===== config.mk =====
export PLATFORM = sky130hd
export DESIGN_NAME = cfa_window_fetch
export DESIGN_NICKNAME = d
export VERILOG_FILES = /design/src/rtl/cfa_window_fetch.sv
export SDC_FILE = /design/constraint.sdc
export NUM_CORES = 1
export LEC_CHECK = 0
export ABC_AREA = 1
export CORE_ASPECT_RATIO = 0.6
export CORE_MARGIN = 3
export CORE_UTILIZATION = 36
export DETAILED_ROUTE_END_ITERATION = 6
export GPL_TIMING_DRIVEN = 0
export SETUP_SLACK_MARGIN = 0.4
export SYNTH_ARGS = -nofsm -noshare
export SYNTH_HDL_FRONTEND = slang
export SYNTH_SLANG_ARGS = --single-unit

===== constraint.sdc =====
create_clock -name clk -period 12.2 [get_ports clk]
set_input_delay 1.83 -clock clk [delete_from_list [all_inputs] [get_ports clk]]
set_output_delay 1.83 -clock clk [all_outputs]
set_load 0.005 [all_outputs]

===== src/rtl/cfa_window_fetch.sv =====
// Raster-order 5x5 raw window fetcher with reflect-101 borders for the CFA green-interpolation core.
// Optional feature: define CFA_WIN_ZERO_PAD_EN to load zeros for taps outside the frame.
module cfa_window_fetch #(
    parameter int DATA_W = 12,
    parameter int DIM_W  = 11,
    parameter int ADDR_W = 17
) (
    input  logic                  clk,
    input  logic                  rst,
    input  logic                  start,
    input  logic [DIM_W-1:0]      rowMax,
    input  logic [DIM_W-1:0]      colMax,
    input  logic [DATA_W-1:0]     raw,
    output logic [ADDR_W-1:0]     readAddress,
    output logic [25*DATA_W-1:0]  window,
    output logic                  winValid,
    input  logic                  winReady,
    output logic [DIM_W-1:0]      centreRow,
    output logic [DIM_W-1:0]      centreCol,
    output logic                  colUpdate,
    output logic                  rowUpdate,
    output logic                  busy,
    output logic                  done
);

    typedef enum logic [2:0] {
        IDLE    = 3'd0,
        FILL    = 3'd1,
        PRESENT = 3'd2,
        SHIFT   = 3'd3,
        DONE    = 3'd4
    } state_t;

    state_t            state;
    logic [DATA_W-1:0] taps [5][5];
    logic [2:0]        fi;
    logic [2:0]        fj;

    logic              accept;
    logic              col_last;
    logic              row_last;
    logic              fill_last;
    logic              shift_last;

    logic              load;
    logic [DIM_W-1:0]  f_crow;
    logic [DIM_W-1:0]  f_ccol;
    logic [2:0]        f_i;
    logic [2:0]        f_j;
    int                row_idx;
    int                col_idx;
    logic [DIM_W-1:0]  m_row;
    logic [DIM_W-1:0]  m_col;
    logic [ADDR_W-1:0] f_addr;
    logic [DATA_W-1:0] cap;

    function automatic logic [DIM_W-1:0] reflect(input int idx, input int n);
        int m;
        if (idx < 0)
            m = -idx;
        else if (idx > n - 1)
            m = 2 * (n - 1) - idx;
        else
            m = idx;
        return DIM_W'(m);
    endfunction

    assign accept     = (state == PRESENT) && winValid && winReady;
    assign col_last   = (centreCol == colMax - DIM_W'(1));
    assign row_last   = (centreRow == rowMax - DIM_W'(1));
    assign fill_last  = (fi == 3'd4) && (fj == 3'd4);
    assign shift_last = (fi == 3'd4);

    // The address register is loaded one step ahead, so the tap it names is
    // captured on the following edge while raw is valid for it.
    always_comb begin
        // NOTE: every comb output gets a default first so no path leaves it unassigned (no latch).
        load   = 1'b0;
        f_crow = centreRow;
        f_ccol = centreCol;
        f_i    = fi;
        f_j    = fj;
        case (state)
            IDLE: begin
                if (start) begin
                    load   = 1'b1;
                    f_crow = '0;
                    f_ccol = '0;
                    f_i    = 3'd0;
                    f_j    = 3'd0;
                end
            end
            FILL: begin
                if (!fill_last) begin
                    load = 1'b1;
                    if (fi == 3'd4) begin
                        f_i = 3'd0;
                        f_j = fj + 3'd1;
                    end else begin
                        f_i = fi + 3'd1;
                    end
                end
            end
            SHIFT: begin
                if (!shift_last) begin
                    load = 1'b1;
                    f_i  = fi + 3'd1;
                end
            end
            PRESENT: begin
                if (accept) begin
                    if (!col_last) begin
                        load   = 1'b1;
                        f_ccol = centreCol + DIM_W'(1);
                        f_i    = 3'd0;
                        f_j    = 3'd4;
                    end else if (!row_last) begin
                        load   = 1'b1;
                        f_crow = centreRow + DIM_W'(1);
                        f_ccol = '0;
                        f_i    = 3'd0;
                        f_j    = 3'd0;
                    end
                end
            end
            default: ;
        endcase
        row_idx = int'(f_crow) + int'(f_i) - 2;
        col_idx = int'(f_ccol) + int'(f_j) - 2;
        m_row   = reflect(row_idx, int'(rowMax));
        m_col   = reflect(col_idx, int'(colMax));
        f_addr  = ADDR_W'(int'(m_row) * int'(colMax) + int'(m_col));
    end

`ifdef CFA_WIN_ZERO_PAD_EN
    logic f_pad;
    logic pad_q;

    assign f_pad = (row_idx < 0) || (row_idx > int'(rowMax) - 1) ||
                   (col_idx < 0) || (col_idx > int'(colMax) - 1);

    always_ff @(posedge clk or posedge rst) begin
        if (rst)
            pad_q <= 1'b0;
        else if (load)
            pad_q <= f_pad;
    end

    assign cap = pad_q ? '0 : raw;
`else
    assign cap = raw;
`endif

    always_ff @(posedge clk or posedge rst) begin
        if (rst) begin
            state       <= IDLE;
            fi          <= 3'd0;
            fj          <= 3'd0;
            readAddress <= '0;
            centreRow   <= '0;
            centreCol   <= '0;
            winValid    <= 1'b0;
            colUpdate   <= 1'b0;
            rowUpdate   <= 1'b0;
            busy        <= 1'b0;
            done        <= 1'b0;
            // NOTE: the tap array is reset because the window port must read 0 out of reset.
            for (int i = 0; i < 5; i++)
                for (int j = 0; j < 5; j++)
                    taps[i][j] <= '0;
        end else begin
            // NOTE: all state here uses non-blocking assignment so every register sees pre-edge values.
            colUpdate <= 1'b0;
            rowUpdate <= 1'b0;
            done      <= 1'b0;
            if (load) begin
                readAddress <= f_addr;
                fi          <= f_i;
                fj          <= f_j;
            end
            case (state)
                IDLE: begin
                    if (start) begin
                        state     <= FILL;
                        busy      <= 1'b1;
                        centreRow <= '0;
                        centreCol <= '0;
                    end
                end
                FILL: begin
                    taps[fi][fj] <= cap;
                    if (fill_last) begin
                        state    <= PRESENT;
                        winValid <= 1'b1;
                    end
                end
                SHIFT: begin
                    taps[fi][4] <= cap;
                    if (shift_last) begin
                        state    <= PRESENT;
                        winValid <= 1'b1;
                    end
                end
                PRESENT: begin
                    if (accept) begin
                        winValid  <= 1'b0;
                        colUpdate <= 1'b1;
                        rowUpdate <= col_last;
                        if (!col_last) begin
                            state     <= SHIFT;
                            centreCol <= centreCol + DIM_W'(1);
                            for (int i = 0; i < 5; i++)
                                for (int j = 0; j < 4; j++)
                                    taps[i][j] <= taps[i][j+1];
                        end else if (!row_last) begin
                            state     <= FILL;
                            centreRow <= centreRow + DIM_W'(1);
                            centreCol <= '0;
                        end else begin
                            state <= DONE;
                            done  <= 1'b1;
                        end
                    end
                end
                DONE: begin
                    state <= IDLE;
                    busy  <= 1'b0;
                end
                default: state <= IDLE;
            endcase
        end
    end

    always_comb begin
        window = '0;
        for (int i = 0; i < 5; i++)
            for (int j = 0; j < 5; j++)
                window[(i*5+j)*DATA_W +: DATA_W] = taps[i][j];
    end

endmodule

==> results of run 1 <==
-- cells by family after synthesis --
family | share of synthesized area [%]
buf+inv | 11.57
xor+xnor | 2.478
fa+ha+maj | 12.61
simple gates | 19.43
flops | 34.10
compound gates | 19.81
-- state kept, by name, summed over array words and instances, names as in the netlist --
name / flops
centreCol: 11
colUpdate: 1
busy: 1
winValid: 1
done: 1
rowUpdate: 1
state: 3
window: 300
fj: 3
centreRow: 11
readAddress: 17
fi: 3
-- worst min-delay path by stage --
stage / slack, ns / startpoint / cells after the start / endpoint
detailed placement: 0.46 / window[120] / 2 / window[120]
finish: 0.47 / window[63] / 2 / window[63]
global placement: 0.46 / window[128] / 2 / window[128]
floorplan: 0.46 / window[7] / 2 / window[7]
CTS: 0.47 / window[120] / 2 / window[120]
global route: 0.48 / window[63] / 2 / window[63]
-- synthesized netlist by cell type, types with 5 or more instances --
master	n
nor2_1	283
nand3_1	78
o21bai_1	6
o21ai_2	96
nand3b_1	7
o22ai_1	146
inv_2	8
a31oi_1	10
nand2_1	791
o221ai_1	59
o211ai_1	7
a21oi_4	9
xor2_1	49
a21oi_1	64
nand2_2	10
xor2_2	5
nor3_1	31
buf_6	18
o21ai_0	396
inv_1	571
fa_1	87
o31ai_1	6
clkinv_1	11
dfrtp_1	353
clkbuf_1	113
nor2_2	6
o21ai_1	17
xnor2_1	15
buf_2	16
ha_1	122
nand4_1	26
-- layer usage --
layer  GRT usage (%)  wire length, um
met2           38.04            42880
met4           7.411             3037
met5               0                0
met3           12.67            16930
met1           44.29            52250
-- worst register-to-register path, delay by kind of cell, from the launching register on --
| family | cells | cell delay [ns] |
|---|---|---|
| simple gates | 26 | 2.52 |
| xor+xnor | 1 | 0.20 |
| compound gates | 6 | 0.73 |
| buf+inv | 15 | 3.00 |
| flops | 1 | 0.37 |
| fa+ha+maj | 9 | 3.54 |
-- final cells by class --
| cell class | instances | area (um2) |
|---|---|---|
| sequential | 353 | 8833 |
| clock inverter | 10 | 91.34 |
| fill | 6997 | 36650 |
| multi-input combinational | 2355 | 15040 |
| clock buffer | 58 | 1190 |
| antenna | 2 | 5.005 |
| buffer | 156 | 794.5 |
| tap | 962 | 1204 |
| inverter | 592 | 2282 |
| timing repair buffer | 453 | 4473 |
-- per-stage QoR --
stage               hold slack [ns]  cell area, um2  util, %  cells  setup slack, ns
detailed placement           0.4570           30970    43.89   4797           -3.032
global placement             0.4587           30870    43.75   4794           -4.815
CTS                          0.4731           32790    46.47   4886           0.4010
global route                 0.4839           33910    48.06   4939           0.2841
floorplan                    0.4636           25910        -   3456           0.4508
finish                       0.4691           33920    48.06   4941           0.7994
-- timing repair --
action / CTS / global route
cloned: 0 / 1
endpoints found under the setup margin: 14 / 10
resized for setup: 111 / 199
buffers inserted: 21 / 52
pin swaps: 18 / 84
==> flow_summary.ini, run 1 <==
[sta]
clock_skew_ns = 0.03756
setup-tns-final_ns = 0
drv_slew = 0
rsz0062_at_grt = false
worst_pin_slew_ns = 1.474
fmax_mhz = 87.71
slew_headroom_pct = 1.759
finalCritPeriodShare_pct = 93.45
setup_viol = 0
hold_viol = 0
period_needed_ns = 11.40

[floorplanning]
fp.dieW_um = 352.3
dieArea_um2 = 75330
die_height_um = 213.8
initial_core_util_pct = 36.71
coreArea_um2 = 70570
rows = 75
io_pins = 382

[yosys]
syn_nets = 3703
ys_seq_elements = 353
synth_top_area_share_pct = 34.10
yosysTopAreaCell = dfrtp_1
syn_avg_cell_area_um2 = 7.496
ys_seq_area_share_pct = 34.10
synthDistinctLibCells = 54
syn_inst = 3456
synth-async-reset-ratio_pct = 100.0
netlist_area_um2 = 25910
synth_flop_cell = dfrtp_1
synth.area.top_cells = dfrtp_1 (34%), nand2_1 (11%), inv_1 (8.3%)
ys_warn_count = 0
synth_edf_count = 0

[drt]
wire_per_inst_um = 23.30
routed_via_density = 5.412
ant_nets = 0
firstDrtPassIters = 7
vias = 26742
dr.first_iter.drc_count = 3225
wl_um = 115100
route.detailed.drc = 4

[clock_tree]
cts_tree = yes
holdBufCountCts = 0
path_clk_slew_ns = 0.06
cts_buffers = 40
clkLatencyLatePin_ns = 0.59
cts_buffer_depth = 3
htree_levels = 2
cts_root_buf = clkbuf_16
clock-sinks = 353

[global_route]
grt_first_pass_wirelength_um = 165800
grt.total_usage_pct = 29.54
grt_start_max_net_pins = 113
antenna_found_initial = 5
grt-ovfl-total = 0
grt_pass1_vias = 24507

[setup_path]
end_kind = flop
r2r-end = readAddress[15]
crit_buf_inv = 13
start_kind = input pin
arrival_ns = 11.86
rrSetupSlack_ns = 1.68
rr_startpoint = state[1]
required_ns = 12.66
worstSetupPathType = in -> reg
cp-endpoint = readAddress[16]
r2r_cells = 57
cp_slowest_stage_delay_ns = 0.60
cp-startpoint = colMax[1]
crit_cells = 66
cp_max_fo = 5
crit_family = adder cells
cpMaxStageDelayCell = fa_1
crit_top_cell = nand2_2

[status]
status = finished, violations left
violations = design-rule violations

[finish]
area_delta_synth_final_pct = 30.92
final_cell_mix = nand2_1 (743), inv_1 (544), o21ai_0 (370), clkdlybuf4s50_1 (362), dfrtp_1 (353)
fin_nets = 4198
layout-drive-gt1-share_pct = 12.97
final_common_cell = nand2_1

[placed_design]
place_congestion = 0.9859
dp_hpwl_um = 89160
port_buffers = 376

[worst_hold_path]
min_path_type = reg -> reg

[flow_run]
maxCapViolCount = 0
Power of run 1 is not shown: default switching activity piles up to over one toggle a cycle in this logic, so the estimate is an artifact.
==> inputs of run 2 (changes only) <==
--- a/config.mk
+++ b/config.mk
@@ -6,12 +6,17 @@
 export NUM_CORES = 1
 export LEC_CHECK = 0
 export ABC_AREA = 1
+export CELL_PAD_IN_SITES_DETAIL_PLACEMENT = 1
+export CELL_PAD_IN_SITES_GLOBAL_PLACEMENT = 1
 export CORE_ASPECT_RATIO = 0.6
 export CORE_MARGIN = 3
 export CORE_UTILIZATION = 36
+export CTS_CLUSTER_SIZE = 16
 export DETAILED_ROUTE_END_ITERATION = 6
 export GPL_TIMING_DRIVEN = 0
+export PLACE_DENSITY_LB_ADDON = 0.1
 export SETUP_SLACK_MARGIN = 0.4
+export SLEW_MARGIN = 20
 export SYNTH_ARGS = -nofsm -noshare
 export SYNTH_HDL_FRONTEND = slang
 export SYNTH_SLANG_ARGS = --single-unit
==> flow_summary.ini, run 2 (same netlist as run 1, synthesis figures left out) <==
[setup_path]
rrSetupSlack_ns = 1.75
cp_slowest_stage_delay_ns = 0.56
required_ns = 12.71
r2r-end = readAddress[16]
end_kind = flop
rr_startpoint = state[1]
start_kind = input pin
r2r_cells = 56
cpMaxStageDelayCell = fa_1
cp_max_fo = 5
worstSetupPathType = in -> reg
crit_top_cell = nand2_2
arrival_ns = 11.95

[floorplanning]
rows = 75
dieArea_um2 = 75330
coreArea_um2 = 70570
fp.dieW_um = 352.3
die_height_um = 213.8
io_pins = 382
initial_core_util_pct = 36.71

[placed_design]
dp_hpwl_um = 95230
place_congestion = 0.9463
port_buffers = 376

[drt]
routed_via_density = 5.471
firstDrtPassIters = 5
wl_um = 122300
ant_nets = 0
vias = 27021
route.detailed.drc = 0
wire_per_inst_um = 24.76
dr.first_iter.drc_count = 2502

[sta]
period_needed_ns = 11.44
setup_viol = 0
whs_ns = 0.4742
finalCritPeriodShare_pct = 93.76
slew_headroom_pct = 14.59
fmax_mhz = 87.42
clock_skew_ns = 0.03816
drv_slew = 0
hold_viol = 0
rsz0062_at_grt = true
worst_pin_slew_ns = 1.281
setup-tns-final_ns = 0

[clock_tree]
holdBufCountCts = 0
cts_buffers = 39
htree_levels = 2
path_clk_slew_ns = 0.06
cts_root_buf = clkbuf_16
clock-sinks = 353
cts_buffer_depth = 3
cts_tree = yes
clkLatencyLatePin_ns = 0.58

[finish]
nFillCells = 8614
area_delta_synth_final_pct = 30.87
layout-drive-gt1-share_pct = 13.18
fin_nets = 4195
final-seq-area_um2 = 8833
final_common_cell = nand2_1
largest_reg_flops = 300
multiInputGateArea_um2 = 15010
post-route-util_pct = 48.05
final_cell_mix = nand2_1 (743), inv_1 (541), o21ai_0 (368), clkdlybuf4s50_1 (360), dfrtp_1 (353)

[worst_hold_path]
holdPathEnd = window[180]
min_path_cells = 2
min_path_type = reg -> reg
hold_start = window[180]

[global_route]
antenna_found_initial = 8
grt_first_pass_wirelength_um = 176900
grt_start_max_net_pins = 97
grt-ovfl-total = 0
grt.total_usage_pct = 31.36
grt_pass1_vias = 26538

[flow_run]
maxCapViolCount = 0

[status]
status = completed
==> run 2: cell types whose count changed in the layout (fill, tap and decap cells not counted), moves of 3 or more <==
cell,change
inv_1,-3
clkbuf_1,-8
xor2_1,+3
clkbuf_2,+11
clkinvlp_4,-3
o21ai_1,+3
==> run 2: worst max path at each step <==
stage | cells past startpoint | slack, ns | startpoint | to
2_1_floorplan | 67 | 0.45 | colMax[1] | readAddress[15]
3_3_place_gp | 2 | -4.86 | rst | window[245]
3_5_place_dp | 64 | -3.36 | colMax[1] | readAddress[16]
4_1_cts | 69 | 0.39 | colMax[4] | readAddress[16]
5_1_grt | 69 | 0.19 | colMax[1] | readAddress[15]
6_report | 62 | 0.76 | rowMax[3] | readAddress[16]
==> run 2: layout make-up <==
class | instances | area share (%)
tap | 962 | 3.550
clock buffer | 62 | 3.550
sequential | 353 | 26.05
buffer | 156 | 2.391
inverter | 592 | 6.742
timing repair buffer | 451 | 13.21
multi-input combinational | 2355 | 44.27
clock inverter | 7 | 0.2214
antenna | 1 | 0.007381
==> run 2: timing repair <==
| item | in CTS | in global routing |
|---|---|---|
| pin swaps | 20 | 91 |
| resized for setup | 127 | 189 |
| gates cloned | 0 | 1 |
| endpoints found under the setup margin | 14 | 10 |
| setup buffers | 22 | 48 |
| hold endpoints to repair | 0 | 0 |
==> run 2: metrics by stage <==
stage / instances / setup WS (ns) / area (um2)
5_1_grt: 4938 / 0.1889 / 33900
2_1_floorplan: 3456 / 0.4508 / 25910
6_report: 4939 / 0.7612 / 33910
4_1_cts: 4889 / 0.3945 / 32890
3_5_place_dp: 4798 / -3.362 / 31010
3_3_place_gp: 4794 / -4.860 / 30870
==> run 2: layer usage <==
| metal | share of wire [%] | global-route usage [%] |
|---|---|---|
| met5 | 0.011 | 0 |
| met4 | 1.9 | 5.909 |
| met3 | 9.6 | 7.958 |
| met2 | 40 | 43.53 |
| met1 | 49 | 48.71 |
==> run 2: critical path, delay by kind of cell <==
kind | cells | cell delay (ns)
AO/OA/AOI/OAI | 6 | 0.85
XOR/XNOR | 1 | 0.19
adder cells (fa/ha/maj) | 10 | 3.98
buffers and inverters | 12 | 1.32
AND/OR/NAND/NOR | 33 | 3.73
Power of run 2 is left out for the same reason.
